==> src/rtl/fetch_stage.sv <==
// fetch_stage: RV32I instruction-fetch stage.
// Owns the fetch PC and issues word requests over a req/gnt/rvalid port.
// Returned words are buffered with their PCs in a small FIFO whose head is
// presented to decode. A redirect from execute flushes the FIFO and drops
// every response still in flight for the wrong path.
// Optional build macro: FETCH_PERF_CNT_EN adds bubble and redirect counters.
//
// Handshake rules for the memory side:
//   a request transfers on a cycle where imem_req && imem_gnt; responses
//   come back in order, one per imem_rvalid cycle, no earlier than the cycle
//   after the grant. The decode side pops the head on validF && !stallF.
module fetch_stage #(
    parameter int             DPW        = 32,
    parameter logic [DPW-1:0] RESET_PC   = '0,
    parameter int             FIFO_DEPTH = 2
) (
    input  logic           clk,
    input  logic           rst,
    input  logic           stallF,
    input  logic           PCSrcE,
    input  logic [DPW-1:0] PCTargetE,
    output logic           imem_req,
    output logic [DPW-1:0] imem_addr,
    input  logic           imem_gnt,
    input  logic           imem_rvalid,
    input  logic [DPW-1:0] imem_rdata,
    output logic [DPW-1:0] instrF,
    output logic [DPW-1:0] PCF,
    output logic           validF,
    output logic           fetch_empty,
    output logic [1:0]     fsm_state
`ifdef FETCH_PERF_CNT_EN
    ,
    output logic [31:0]    fetch_bubble_cnt,
    output logic [31:0]    redirect_cnt
`endif
);

    localparam int             PW  = (FIFO_DEPTH > 1) ? $clog2(FIFO_DEPTH) : 1;
    localparam int             CW  = PW + 1;
    localparam logic [CW:0]    CAP = (CW + 1)'(FIFO_DEPTH);
    localparam logic [DPW-1:0] NOP = DPW'(32'h0000_0013);

    typedef enum logic [1:0] {
        ST_FETCH = 2'd0,
        ST_FLUSH = 2'd1
    } state_t;

    state_t          state_q;
    logic [DPW-1:0]  pc_q;
    logic [CW-1:0]   out_q;
    logic [CW-1:0]   disc_q;
    logic [CW-1:0]   cnt_q;
    logic [PW-1:0]   wr_q;
    logic [PW-1:0]   rd_q;
    logic [DPW-1:0]  fifo_pc_q    [FIFO_DEPTH];
    logic [DPW-1:0]  fifo_instr_q [FIFO_DEPTH];

    logic            grant;
    logic            push;
    logic            pop;
    logic [CW-1:0]   rvalid_w;
    logic [CW-1:0]   redir_disc_d;
    logic [DPW-1:0]  redir_pc_d;
    logic [DPW-1:0]  inflight_pc;
    logic            unused_tgt_lsb;

    // Requests are capped so outstanding plus buffered words never exceed the
    // FIFO, which is what makes an unconditional push on rvalid safe.
    assign imem_req  = (state_q == ST_FETCH) && !rst && !PCSrcE &&
                       (({1'b0, out_q} + {1'b0, cnt_q}) < CAP);
    assign imem_addr = pc_q;
    assign grant     = imem_req && imem_gnt;

    // Responses are in order, so the oldest in-flight word belongs to the
    // PC that sits 'outstanding' words behind the fetch PC (mod 2^DPW).
    assign inflight_pc = pc_q - DPW'({out_q, 2'b00});

    assign push = imem_rvalid && (state_q == ST_FETCH) && !PCSrcE;
    assign pop  = (cnt_q != '0) && !stallF && !PCSrcE;

    // On a redirect every word still owed by memory is wrong-path; one that
    // returns in the redirect cycle itself is already dropped.
    assign rvalid_w       = CW'(imem_rvalid);
    assign redir_disc_d   = ((state_q == ST_FETCH) ? out_q : disc_q) - rvalid_w;
    assign redir_pc_d     = {PCTargetE[DPW-1:2], 2'b00};
    assign unused_tgt_lsb = ^PCTargetE[1:0];

    // Fetch PC, outstanding/discard counters and FETCH/FLUSH control.
    always_ff @(posedge clk) begin
        if (rst) begin
            state_q <= ST_FETCH;
            pc_q    <= RESET_PC;
            out_q   <= '0;
            disc_q  <= '0;
        end else if (PCSrcE) begin
            pc_q    <= redir_pc_d;
            out_q   <= '0;
            disc_q  <= redir_disc_d;
            state_q <= (redir_disc_d != '0) ? ST_FLUSH : ST_FETCH;
        end else begin
            case (state_q)
                ST_FETCH: begin
                    if (grant) begin
                        pc_q <= pc_q + DPW'(4);
                    end
                    out_q <= out_q + CW'(grant) - rvalid_w;
                end
                ST_FLUSH: begin
                    if (imem_rvalid) begin
                        disc_q <= disc_q - CW'(1);
                        if (disc_q == CW'(1)) begin
                            state_q <= ST_FETCH;
                        end
                    end
                end
                default: state_q <= ST_FETCH;
            endcase
        end
    end

    // Instruction buffer: pointer-based FIFO of {pc, instr}, emptied on redirect.
    always_ff @(posedge clk) begin
        if (rst || PCSrcE) begin
            cnt_q <= '0;
            wr_q  <= '0;
            rd_q  <= '0;
        end else begin
            if (push) begin
                fifo_pc_q[wr_q]    <= inflight_pc;
                fifo_instr_q[wr_q] <= imem_rdata;
                wr_q               <= wr_q + PW'(1);
            end
            if (pop) begin
                rd_q <= rd_q + PW'(1);
            end
            cnt_q <= cnt_q + CW'(push) - CW'(pop);
        end
    end

    assign validF      = (cnt_q != '0);
    assign fetch_empty = !validF;
    assign instrF      = validF ? fifo_instr_q[rd_q] : NOP;
    assign PCF         = validF ? fifo_pc_q[rd_q] : '0;
    assign fsm_state   = state_q;

`ifdef FETCH_PERF_CNT_EN
    // Bubble counter saturates; redirect counter counts every PCSrcE cycle.
    always_ff @(posedge clk) begin
        if (rst) begin
            fetch_bubble_cnt <= '0;
            redirect_cnt     <= '0;
        end else begin
            if (!validF && (fetch_bubble_cnt != 32'hFFFF_FFFF)) begin
                fetch_bubble_cnt <= fetch_bubble_cnt + 32'd1;
            end
            if (PCSrcE) begin
                redirect_cnt <= redirect_cnt + 32'd1;
            end
        end
    end
`endif

    // A response is only legal while a word is owed in the current state.
    rvalid_legal_a: assert property (@(posedge clk) disable iff (rst)
        imem_rvalid |-> ((state_q == ST_FETCH) ? (out_q != '0) : (disc_q != '0)));

endmodule

==> config.mk <==
export PLATFORM = sky130hd
export DESIGN_NAME = fetch_stage
export DESIGN_NICKNAME = d
export VERILOG_FILES = /design/src/rtl/fetch_stage.sv
export SDC_FILE = /design/constraint.sdc
export NUM_CORES = 1
export LEC_CHECK = 0
export CAP_MARGIN = 0
export CORE_MARGIN = 2
export CORE_UTILIZATION = 52
export CTS_BUF_LIST = sky130_fd_sc_hd__clkbuf_8
export DETAILED_ROUTE_END_ITERATION = 6
export PLACE_DENSITY_LB_ADDON = 0.08
export SLEW_MARGIN = 20
export SYNTH_ARGS = -nofsm -noshare
export SYNTH_HDL_FRONTEND = slang
export SYNTH_SLANG_ARGS = --single-unit
==> constraint.sdc <==
create_clock -name clk -period 10.48 [get_ports clk]
set_clock_uncertainty 0.1 [all_clocks]
set_input_delay 3.144 -clock clk [delete_from_list [all_inputs] [get_ports clk]]
set_output_delay 3.144 -clock clk [all_outputs]
set_load 0.01 [all_outputs]
==> impl_metrics.py, run 1 <==
metrics = {
    "outcome": {
        "status": "finished clean",
    },
    "synth": {
        "synth_ff_type": "edfxtp_1",
        "synth_seq_area_share": 0.597,
        "synth_cells": 649,
        "async_flop_share": 0,
        "synth_area_mm2": 0.00758,
        "synth_edf_count": 124,
        "yosysWarnings": 0,
        "syn_area_per_cell_um2": 11.7,
        "synthDistinctLibCells": 53,
        "yosys_register_bits": 164,
    },
    "hold_path": {
        "min-delay-start": "rd_q",
        "hp-class": "reg2reg",
    },
    "worst_setup_path": {
        "path_cells": "clkdlybuf4s50_1 > buf_4 > or2_2 > nor4_1 > clkdlybuf4s50_1",
        "crit_fanout": 32,
        "r2r_start": "out_q[0]",
        "critPathMostFrequentCell": "clkdlybuf4s50_1",
        "crit_type": "in2out",
        "setup.worst_path.end_class": "output port",
        "required_ns": 7.24,
        "setup.worst_path.start_class": "primary input",
        "cpMaxStageDelayCell": "clkdlybuf4s50_1",
        "cp_top_family": "buffers and inverters",
        "path_buf_inv": 3,
        "max_stage_delay_ns": 0.60,
        "cp_data_arrival_time_ns": 4.99,
        "startpoint": "PCSrcE",
    },
    "global_routing": {
        "grt_pass1_vias": 5295,
        "track_usage": 0.217,
        "grt_pass1_wl_um": 26600,
        "antenna_found_initial": 0,
        "grt_overflow_total": 0,
        "grt_start_max_net_pins": 63,
    },
    "run": {
        "cap_violations": 0,
    },
    "clock_tree": {
        "cts_hold_buf": 0,
        "cts_buffers": 17,
        "tritoncts": "done",
        "path_clk_slew_ns": 0.09,
        "cts.sinks": 164,
        "clock_latency_ns": 0.45,
        "cts_repair_resize_count": 0,
        "cts_setup_buffers": 0,
        "clk_path_buf_depth": 2,
        "htreeDepth": 4,
        "cts-root-buf": "clkbuf_8",
    },
    "sta": {
        "fin_crit_ns": 8.23,
        "finalSetupViolations": 0,
        "worst_pin_slew_ns": 1.05,
        "fin_ws_ns": 2.25,
        "hold_viol": 0,
        "rsz0062_at_grt": "false",
        "maxSlewViolCount": 0,
        "layout_worst_path_cycle_share": 0.786,
        "max-slew-margin-rel": 0.293,
        "clock.fmax_mhz": 121,
        "final.setup.tns_ns": 0,
    },
    "die": {
        "ios": 171,
        "core_mm2": 0.0144,
        "die_width_um": 125,
        "initial_utilization": 0.528,
        "die_height_um": 125,
        "core.rowCount": 44,
        "design.die.area_mm2": 0.0156,
    },
    "route": {
        "wl_um": 16900,
        "ant_nets": 0,
        "avgViaCountPerCell": 5.51,
        "via_count": 5422,
        "wl_per_cell_um": 17.2,
        "firstDrtPassIters": 6,
        "drt_iter0_drc": 294,
        "drc": 0,
    },
    "pwr": {
        "p_leak_nw": 3.21,
        "irDropWorstVdd_mv": 0.104,
        "pwr_density_cell_mw_per_mm2": 138,
    },
    "placed_design": {
        "hpwl_um": 11300,
        "portBuffers": 163,
        "post-place-cells": 953,
        "place_ws_ns": 2.23,
        "gp_congestion": 0.910,
    },
    "cells_and_area": {
        "final_cell_mix": "clkdlybuf4s50_1 (163), edfxtp_1 (124), nor2_1 (97)",
        "final_common_cell": "clkdlybuf4s50_1",
        "fillCellCount": 1131,
        "nNetsFinal": 869,
        "drive_gt1_frac": 0.0600,
        "antennaDiodeCount": 0,
        "syn2layout_area_growth_pct": 27.4,
        "final_cells": 984,
    },
}
synthesized netlist by cell type, drive strengths merged (2+ instances only):
cell type,number,area share
inv,15,0.0074
and2,10,0.0082
xnor2,15,0.017
fa,2,0.0053
a2111oi,2,0.0023
nand4,16,0.013
ha,9,0.015
nor4,11,0.0099
and3,5,0.0041
dfxtp,40,0.11
nor4b,2,0.0031
or4,4,0.0049
a311oi,3,0.0035
nor3b,2,0.0020
a211oi,13,0.013
a31oi,8,0.0066
nand2,33,0.016
clkbuf,39,0.019
o21ai,9,0.0059
nor3,15,0.011
a21oi,11,0.0073
and4,2,0.0023
mux2i,65,0.086
buf,13,0.010
nand3,11,0.0073
xor2,36,0.042
clkinv,3,0.0015
o211ai,3,0.0030
a32oi,2,0.0023
o22ai,7,0.0058
nor2b,2,0.0016
edfxtp,124,0.49
or3,6,0.0049
or2,4,0.0033
nor2,97,0.048
power breakdown:
| group | total [mW] | internal, mW | leakage (nW) | switching, mW |
|---|---|---|---|---|
| logic | 0.154 | 0.0801 | 1.57 | 0.0736 |
| clock network | 0.430 | 0.208 | 0.179 | 0.222 |
| registers | 0.746 | 0.721 | 1.45 | 0.0253 |
cell families after synthesis:
| family | Yosys count | synth area share |
|---|---|---|
| AOI/OAI and AO/OA | 64 | 0.0561 |
| xor gates and xnor gates | 51 | 0.0589 |
| adders and majority gates | 11 | 0.0201 |
| buffers and inverters | 70 | 0.0386 |
| DFF | 164 | 0.597 |
| muxes | 66 | 0.0873 |
| other | 1 | 0.000494 |
| and+or+nand+nor | 222 | 0.142 |
area by class of cell:
class | instances | area [µm²] | share of cell area
Timing Repair Buffer | 168 | 1670 | 0.173
Inverter | 18 | 68.8 | 0.00712
Clock inverter | 14 | 139 | 0.0144
Sequential cell | 164 | 4530 | 0.469
Tap cell | 184 | 230 | 0.0238
Clock buffer | 17 | 234 | 0.0242
Multi-Input combinational cell | 419 | 2790 | 0.289
sequential cells by signal, summed over array words and instances (netlist names), named ones only:
register and cells:
fsm_state 1, rd_q 1, imem_addr 30, wr_q 1, cnt_q 2, fifo_instr_q 64
out_q 2, fifo_pc_q 60, disc_q 2
per-stage QoR:
| stage | hold WS [ns] | total power, mW | cell area [µm²] | utilization |
|---|---|---|---|---|
| 6_report | 0.426 | 1.33 | 9660 | 0.672 |
| 3_3_place_gp | 0.395 | 0.908 | 9290 | 0.646 |
| 5_1_grt | 0.479 | 1.38 | 9660 | 0.672 |
| 2_1_floorplan | 0.381 | 0.836 | 7600 | - |
| 3_5_place_dp | 0.410 | 0.914 | 9290 | 0.646 |
| 4_1_cts | 0.434 | 1.34 | 9660 | 0.672 |
layer usage:
layer	share of wire	vias up	GRT usage	routed length [µm]
li1	-	2609	-	-
met1	0.44	2617	0.286	7510
met4	0.016	0	0.0687	272
met3	0.054	22	0.0481	911
met2	0.49	174	0.358	8250
met5	0	-	0	0
tightest hold or removal path, cell delays in order (launching register included):
cell and delay [ns]:
dfxtp_1 0.33, xnor2_1 0.08, nor2_1 0.08
final timing paths:
path	depth (start not counted)	slack (ns)	endpoint
hold reg to reg	2	0.43	rd_q
setup / recovery	5	2.25	imem_req
hold / removal	2	0.43	rd_q
setup reg to reg	11	6.38	out_q[1]
No activity file was read; power rests on OpenSTA's default activity.
==> run 2: changes to the inputs <==
==> constraint.sdc (replaced) <==
create_clock -name clk -period 8.2 [get_ports clk]
set_clock_uncertainty 0.1 [all_clocks]
set_input_delay 2.46 -clock clk [delete_from_list [all_inputs] [get_ports clk]]
set_output_delay 2.46 -clock clk [all_outputs]
set_load 0.01 [all_outputs]
==> run 2 against run 1 <==
  * Count of clock-buffer cells in the layout unchanged
  * Non-clock buffer count increased by 1
  * Cell area increased by 0.70%
  * Sequential power increased by 28%
  * Utilization increased by 0.47 points
==> impl_metrics.py, run 2 (synthesis results as in run 1) <==
metrics = {
    "outcome": {
        "status": "finished clean",
    },
    "die": {
        "ios": 171,
        "die_width_um": 125,
        "core.rowCount": 44,
        "die_height_um": 125,
        "core_mm2": 0.0144,
        "design.die.area_mm2": 0.0156,
        "initial_utilization": 0.528,
    },
    "sta": {
        "maxSlewViolCount": 0,
        "fin_ws_ns": 1.35,
        "worst_pin_slew_ns": 1.09,
        "finalSetupViolations": 0,
        "rsz0062_at_grt": "false",
        "fin_crit_ns": 6.85,
        "layout_worst_path_cycle_share": 0.836,
        "hold_viol": 0,
        "max-slew-margin-rel": 0.275,
        "final.setup.tns_ns": 0,
        "clock.fmax_mhz": 146,
    },
    "clock_tree": {
        "cts_buffers": 17,
        "cts_repair_resize_count": 0,
        "cts-root-buf": "clkbuf_8",
        "clk_path_buf_depth": 2,
        "htreeDepth": 4,
        "cts_setup_buffers": 0,
        "cts.sinks": 164,
        "path_clk_slew_ns": 0.08,
        "clock_latency_ns": 0.45,
        "tritoncts": "done",
        "cts_hold_buf": 0,
    },
    "run": {
        "cap_violations": 0,
    },
    "global_routing": {
        "grt_overflow_total": 0,
        "grt_pass1_wl_um": 26800,
        "grt_pass1_vias": 5281,
        "antenna_found_initial": 0,
        "use_met1": 0.277,
        "grt_start_max_net_pins": 63,
        "track_usage": 0.219,
        "grtUsageMet2": 0.358,
        "grt_use_met3": 0.0537,
        "grt-busiest-layer": "met2",
    },
    "worst_setup_path": {
        "cp_data_arrival_time_ns": 4.29,
        "cpMaxStageDelayCell": "clkdlybuf4s50_1",
        "crit_fanout": 32,
        "max_stage_delay_ns": 0.60,
        "setup.worst_path.end_class": "output port",
        "critPathMostFrequentCell": "clkdlybuf4s50_1",
        "setup.worst_path.start_class": "primary input",
        "crit_type": "in2out",
        "path_cells": "clkdlybuf4s50_1 > buf_4 > or2_2 > nor4_1 > clkdlybuf4s50_1",
        "required_ns": 5.64,
    },
    "pwr": {
        "pwr_density_cell_mw_per_mm2": 183,
        "irDropWorstVdd_mv": 0.103,
        "p_leak_nw": 3.24,
    },
    "cells_and_area": {
        "syn2layout_area_growth_pct": 28.3,
        "antennaDiodeCount": 0,
        "multi_input_area_mm2": 0.00279,
        "largest_reg_flops": 64,
        "final_common_cell": "clkdlybuf4s50_1",
        "regArea_mm2": 0.00453,
        "utilization": 0.677,
        "drive_gt1_frac": 0.0623,
        "final_cell_mix": "clkdlybuf4s50_1 (163), edfxtp_1 (124), nor2_1 (97)",
        "top_register": "fifo_instr_q",
        "fillCellCount": 1103,
        "nNetsFinal": 870,
    },
    "placed_design": {
        "gp_congestion": 0.907,
        "hpwl_um": 11500,
        "portBuffers": 163,
        "place_ws_ns": 1.34,
    },
    "route": {
        "wl_um": 16900,
        "ant_nets": 0,
        "drt_iter0_drc": 390,
        "wl_per_cell_um": 17.2,
        "via_count": 5425,
        "firstDrtPassIters": 5,
        "drc": 0,
        "avgViaCountPerCell": 5.50,
    },
    "hold_path": {
        "hp-class": "reg2reg",
    },
}
-- run 2: through the flow --
| stage | hold WS [ns] | instances | power [mW] | cell area, µm² |
|---|---|---|---|---|
| after floorplan | 0.381 | 653 | 1.07 | 7600 |
| after global routing | 0.508 | 986 | 1.84 | 9730 |
| after global placement | 0.403 | 954 | 1.16 | 9300 |
| final | 0.435 | 986 | 1.78 | 9730 |
| after detailed placement | 0.423 | 954 | 1.17 | 9300 |
| after CTS | 0.446 | 986 | 1.79 | 9730 |
-- run 2: layout make-up --
class                   count  area share
flip-flops and latches    164       0.465
multi-input cells         419       0.287
repair buffers            169       0.172
clock buffers              17      0.0240
well taps                 184      0.0237
clock inverters            15      0.0206
inverters                  18     0.00694
-- run 2: final timing paths --
check / depth (start not counted) / slack (ns) / from / endpoint
setup reg to reg: 11 / 4.10 / out_q[0] / out_q[1]
setup / recovery: 5 / 1.35 / PCSrcE / imem_req
hold reg to reg: 2 / 0.44 / rd_q / rd_q
hold / removal: 2 / 0.44 / rd_q / rd_q
-- run 2: critical path: cells and delay by family --
kind | cells | cell delay [ns]
buffers and inverters | 3 | 1.24
AND/OR/NAND/NOR | 2 | 0.60
-- run 2: where the power goes --
group	switching, mW	internal, mW	leakage (nW)
Clock	0.294	0.334	0.213
Combinational	0.0939	0.102	1.58
Sequential	0.0319	0.921	1.45
-- run 2: per-layer routing --
layer | part of all wire | vias to the layer above
met3 | 0.061 | 36
met1 | 0.42 | 2583
met5 | 0 | -
met4 | 0.028 | 0
met2 | 0.49 | 195
li1 | - | 2611
